[src/rtl/sonata_pkg.sv]
// Shared constants and types for the Sonata pin conditioning blocks.
package sonata_pkg;

  localparam int unsigned IN_PIN_NUM           = 8;
  localparam int unsigned PIN_FILTER_CNT_WIDTH = 8;

  typedef logic [PIN_FILTER_CNT_WIDTH-1:0] pin_filter_cnt_t;

endpackage

[src/rtl/pin_filter_bit.sv]
// Single-pin conditioner: 2-flop synchroniser, stable-count filter, edge pulses
// and (with SONATA_PIN_EVENT_EN) a sticky change flag with interrupt term.
module pin_filter_bit
  import sonata_pkg::*;
#(
  parameter int unsigned CntWidth   = PIN_FILTER_CNT_WIDTH,
  parameter logic        ResetValue = 1'b0
) (
  input  logic                clk_i,
  input  logic                rst_ni,
  input  logic                pin_i,
  input  logic                filter_en_i,
  input  logic [CntWidth-1:0] filter_cycles_i,
  output logic                pin_o,
  output logic                rise_o,
  output logic                fall_o,
  output logic                event_o,
  input  logic                event_clr_i,
  input  logic                irq_en_i,
  output logic                irq_o
);

  logic                sync_q1;
  logic                sync_q2;
  logic [CntWidth-1:0] cnt_q;
  logic                differ;
  logic                take;

  // The >= lets a threshold lowered mid-count release the pending change at once.
  assign differ = (sync_q2 != pin_o);
  assign take   = differ && (!filter_en_i || (cnt_q >= filter_cycles_i));

  // NOTE: reset is synchronous, so it is tested inside the clocked block and
  // non-blocking assignments keep every flop sampling pre-edge values.
  always_ff @(posedge clk_i) begin
    if (!rst_ni) begin
      sync_q1 <= ResetValue;
      sync_q2 <= ResetValue;
      pin_o   <= ResetValue;
      cnt_q   <= '0;
      rise_o  <= 1'b0;
      fall_o  <= 1'b0;
    end else begin
      sync_q1 <= pin_i;
      sync_q2 <= sync_q1;
      if (take || !differ) begin
        cnt_q <= '0;
      end else begin
        cnt_q <= cnt_q + CntWidth'(1);
      end
      if (take) begin
        pin_o <= sync_q2;
      end
      rise_o <= take &  sync_q2;
      fall_o <= take & ~sync_q2;
    end
  end

`ifdef SONATA_PIN_EVENT_EN
  // A new change outranks a clear landing in the same cycle.
  always_ff @(posedge clk_i) begin
    if (!rst_ni) begin
      event_o <= 1'b0;
    end else if (take) begin
      event_o <= 1'b1;
    end else if (event_clr_i) begin
      event_o <= 1'b0;
    end
  end

  assign irq_o = event_o & irq_en_i;
`else
  logic unused_event_inputs;
  assign unused_event_inputs = event_clr_i ^ irq_en_i;

  assign event_o = 1'b0;
  assign irq_o   = 1'b0;
`endif

endmodule

[src/rtl/in_pin_filter.sv]
// Conditions raw pad inputs ahead of the pinmux, one pin_filter_bit per pin.
// Sticky events and the interrupt exist only when SONATA_PIN_EVENT_EN is defined.
module in_pin_filter
  import sonata_pkg::*;
#(
  parameter int unsigned     Width      = IN_PIN_NUM,
  parameter int unsigned     CntWidth   = PIN_FILTER_CNT_WIDTH,
  parameter logic [Width-1:0] ResetValue = '0
) (
  input  logic                clk_i,
  input  logic                rst_ni,
  input  logic [Width-1:0]    pins_i,
  input  logic [Width-1:0]    filter_en_i,
  input  logic [CntWidth-1:0] filter_cycles_i,
  output logic [Width-1:0]    pins_o,
  output logic [Width-1:0]    rise_o,
  output logic [Width-1:0]    fall_o,
  output logic [Width-1:0]    event_o,
  input  logic [Width-1:0]    event_clr_i,
  input  logic [Width-1:0]    irq_en_i,
  output logic                irq_o
);

  logic [Width-1:0] irq_bits;

  for (genvar i = 0; i < Width; i++) begin : g_pin
    pin_filter_bit #(
      .CntWidth   (CntWidth),
      .ResetValue (ResetValue[i])
    ) u_bit (
      .clk_i           (clk_i),
      .rst_ni          (rst_ni),
      .pin_i           (pins_i[i]),
      .filter_en_i     (filter_en_i[i]),
      .filter_cycles_i (filter_cycles_i),
      .pin_o           (pins_o[i]),
      .rise_o          (rise_o[i]),
      .fall_o          (fall_o[i]),
      .event_o         (event_o[i]),
      .event_clr_i     (event_clr_i[i]),
      .irq_en_i        (irq_en_i[i]),
      .irq_o           (irq_bits[i])
    );
  end

  assign irq_o = |irq_bits;

endmodule

[config.mk]
export PLATFORM = sky130hd
export DESIGN_NAME = in_pin_filter
export DESIGN_NICKNAME = d
export VERILOG_FILES = /design/src/rtl/sonata_pkg.sv /design/src/rtl/pin_filter_bit.sv /design/src/rtl/in_pin_filter.sv
export SDC_FILE = /design/constraint.sdc
export NUM_CORES = 1
export LEC_CHECK = 0
export ABC_AREA = 1
export CAP_MARGIN = 40
export CORE_ASPECT_RATIO = 1.4
export CORE_MARGIN = 3
export CORE_UTILIZATION = 56
export DETAILED_ROUTE_END_ITERATION = 10
export PLACE_DENSITY = 0.8
export SYNTH_ARGS = -nofsm -noshare
export SYNTH_HDL_FRONTEND = slang
export SYNTH_HIERARCHICAL = 1
export SYNTH_SLANG_ARGS = --single-unit
[constraint.sdc]
create_clock -name clk_i -period 1.7 [get_ports clk_i]
set_input_delay 0.17 -clock clk_i [delete_from_list [all_inputs] [get_ports clk_i]]
set_output_delay 0.17 -clock clk_i [all_outputs]
set_load 0.01 [all_outputs]
==> out/metrics.csv <==
stage,metric,value,unit
floorplanning,die_y,130,um
critical_path,slowest_stage,clkdlybuf4s50_1,
global_routing,grt_max_degree,30,
power_and_ir_drop,irDropWorstVdd,0.389,mV
logic_synthesis,netlist-cell-type-count,21,
critical_path,worst_path_most_repeated_cell,nand2_1,
floorplanning,die_x,94.3,um
sta,setup_viol,0,
critical_path,crit_chain,clkdlybuf4s50_1 > buf_12 > inv_1 > ha_1 > a21oi_2 > nor2_1 > nor2_2 > nand2_1 > nand2_1 > a21oi_1,
critical_path,crit_end,g_pin[5].u_bit/pin_o$_SDFFE_PN0P_,
finish,layout-drive-gt1-share,0.113,
critical_path,critical_path.max_stage_delay,0.51,ns
global_routing,overflow,0,
sta,maxSlewViolCount,0,
clocking,clock-sinks,104,
route,firstDrtPassIters,4,
logic_synthesis,seq_area_frac_synth,0.341,
place,hpwl,8490,um
clocking,cts_root_buffer,clkbuf_16,
critical_path,path_buf_inv,3,
critical_path,worstPathRequired,1.93,ns
clocking,cts.hold.buffers_added,0,
floorplanning,num_rows,44,
global_routing,grt_first_pass_wirelength,19700,um
place,io_buffers,49,
logic_synthesis,ys_ff_latch,104,
sta,fmax,610,MHz
min_path,min_path_cells,3,
finish,fin_util,0.686,
clocking,cts_buffer_depth,2,
power_and_ir_drop,power.total,5.20,mW
critical_path,worstSetupPathType,input pin to flip-flop,
route,wl_met1,4670,um
floorplanning,initial_utilization,0.581,
finish,nets,982,
finish,fillCellCount,845,
min_path,hold_path.class,input pin to flip-flop,
logic_synthesis,async_flop_share,0,
global_routing,grt_pass1_vias,4624,
critical_path,cp_top_family,buffers and inverters,
place,gp_congestion,0.811,
route,topRoutingLayerUsed,met4,
finish,n_antenna_cell,0,
logic_synthesis,synth_area_per_cell,7.59,um2
critical_path,cp_max_fo,8,
clocking,htree_levels,3,
sta,hold_violations,0,
logic_synthesis,synth_edf_count,0,
global_routing,grtUsageTotal,0.202,
critical_path,worstReg2RegEnd,g_pin[5].u_bit/pin_o$_SDFFE_PN0P_,
job,drv_cap,0,
clocking,clk_pin_slew,0.07,ns
logic_synthesis,yosys_warnings,6,
route,avgViaCountPerCell,4.71,
critical_path,critPathLaunchType,input pin,
critical_path,regToRegSetupSlack,0.22,ns
route,vias,4764,
finish,synthToLayoutAreaGrowth,18.1,%
power_and_ir_drop,pwr_density_cell,720,mW/mm2
sta,finalCriticalPeriod,1.64,ns
critical_path,startpoint,filter_cycles_i[5],
route,wl_per_cell,11.3,um
route,drt-total-wl,11400,um
critical_path,rr_worst_depth,9,
route,wl_met2,5960,um
critical_path,cp-end-kind,flip-flop,
run_status,status,finished clean,
route,drc,0,
logic_synthesis,syn_area,0.00611,mm2
route,wl_met3,438,um
floorplanning,core_area,0.0105,mm2
sta,period_share,0.964,
clocking,cts_tree,done,
floorplanning,dieArea,0.0122,mm2
route,ant_nets,0,
floorplanning,boundaryPins,75,
critical_path,reg2reg_from,g_pin[5].u_bit/cnt_q[3]$_SDFF_PP0_,
route,drtIter0Drc,137,
critical_path,critical_path_cell_count,10,
logic_synthesis,syn_inst,805,
global_routing,antenna_found_initial,0,
sta,finClkSkew,0.00214,ns
clocking,cts_made_buffers,9,
logic_synthesis,ys.flop_type,dfxtp_1,
critical_path,arrival,1.87,ns
power_and_ir_drop,leakage,3.40,nW
clocking,insertion_delay,0.34,ns
## layout by cell type, fill, tap and decap left out, types with 9 or more instances in the layout
cell	Yosys	layout
nor2_1	115	114
xnor2_1	24	24
clkbuf_16	0	9
clkdlybuf4s50_1	0	47
xor2_1	16	16
a21oi_2	22	24
nand2_1	179	176
conb_1	8	16
ha_1	72	72
a21oi_1	18	16
nand2_2	7	10
dfxtp_1	104	104
nor2_4	14	14
nand3_1	16	16
inv_1	152	152
## per-layer routing
metal / global-route usage / up-vias
met5: 0 / -
met4: 0.0799 / 0
met3: 0.0412 / 21
met2: 0.373 / 74
met1: 0.222 / 2146
li1: - / 2523
## Yosys cell counts, types with 7 or more instances
| cell | number | area (um2) |
|---|---|---|
| nand2_2 | 7 | 43.8 |
| inv_1 | 152 | 571 |
| nor2_4 | 14 | 158 |
| nand3_4 | 7 | 123 |
| a21oi_1 | 18 | 90.1 |
| dfxtp_1 | 104 | 2080 |
| nand2_1 | 179 | 672 |
| a21oi_2 | 22 | 193 |
| or2_1 | 7 | 43.8 |
| nand3b_1 | 8 | 60.1 |
| buf_4 | 16 | 120 |
| xor2_1 | 16 | 140 |
| nor2_1 | 115 | 432 |
| xnor2_1 | 24 | 210 |
| ha_1 | 72 | 901 |
| or2_2 | 8 | 50.1 |
| nand3_2 | 9 | 90.1 |
| nand3_1 | 16 | 80.1 |
| conb_1 | 8 | 30.0 |
## per-stage QoR
| stage | setup TNS (ns) | cell area, um2 | std cells | worst slack (ns) | hold slack, ns |
|---|---|---|---|---|---|
| finish | 0 | 7210 | 1011 | 0.0611 | 0.351 |
| global route | -0.0245 | 7210 | 1011 | -0.0157 | 0.347 |
| CTS | 0 | 7180 | 1011 | 0.00630 | 0.339 |
| detailed placement | -17.12 | 6860 | 995 | -0.322 | 0.401 |
| floorplan | 0 | 6140 | 813 | 0.410 | 0.263 |
| global placement | -13.76 | 6860 | 995 | -0.228 | 0.392 |
## flip-flops by register name, indices dropped and copies added, names as in the netlist
signal / cells
g_pin.u_bit/cnt_q: 64
g_pin.u_bit/sync_q2: 8
g_pin.u_bit/sync_q1: 8
g_pin.u_bit/pin_o: 8
g_pin.u_bit/rise_o: 8
g_pin.u_bit/fall_o: 8
## repair_timing
| action | CTS | global route |
|---|---|---|
| resized for setup | 0 | 9 |
| endpoints found under the setup margin | 0 | 22 |
| setup buffers | 0 | 0 |
## kinds of logic after synthesis
logic type / after synthesis / share of synthesized area
buf+inv: 168 / 0.113
fa+ha+maj: 72 / 0.148
simple gates: 373 / 0.290
flops: 104 / 0.341
other cells: 8 / 0.00492
xor+xnor: 40 / 0.0574
compound gates: 40 / 0.0463
## worst min-delay path, stage by stage
cell and delay, ns:
clkdlybuf4s50_1 0.39, nand2_1 0.06, inv_1 0.03
## worst min path at each step
| stage | startpoint | to | slack [ns] |
|---|---|---|---|
| 3_5_place_dp | g_pin[1].u_bit/sync_q1$_SDFF_PN0_ | g_pin[1].u_bit/sync_q2$_SDFF_PN0_ | 0.40 |
| 2_1_floorplan | rst_ni | g_pin[0].u_bit/sync_q1$_SDFF_PN0_ | 0.26 |
| 5_1_grt | pins_i[0] | g_pin[0].u_bit/sync_q1$_SDFF_PN0_ | 0.35 |
| 6_report | pins_i[5] | g_pin[5].u_bit/sync_q1$_SDFF_PN0_ | 0.35 |
| 3_3_place_gp | g_pin[2].u_bit/sync_q1$_SDFF_PN0_ | g_pin[2].u_bit/sync_q2$_SDFF_PN0_ | 0.39 |
| 4_1_cts | pins_i[5] | g_pin[5].u_bit/sync_q1$_SDFF_PN0_ | 0.34 |
## power by group
part / switching [mW] / leakage [nW] / internal [mW] / total, mW
Clock: 0.879 / 0.160 / 1.33 / 2.21
Sequential: 0.0234 / 0.842 / 2.47 / 2.49
Combinational: 0.268 / 2.40 / 0.225 / 0.493
## final cells by class
type	instances	area, um2	share of cell area
inverter	152	571	0.0791
tap	138	173	0.0239
multi-input combinational	541	3390	0.470
timing repair buffer	60	678	0.0940
clock inverter	5	78.8	0.0109
sequential	104	2080	0.289
clock buffer	11	243	0.0336
No activity file was read; power rests on OpenSTA's default activity.
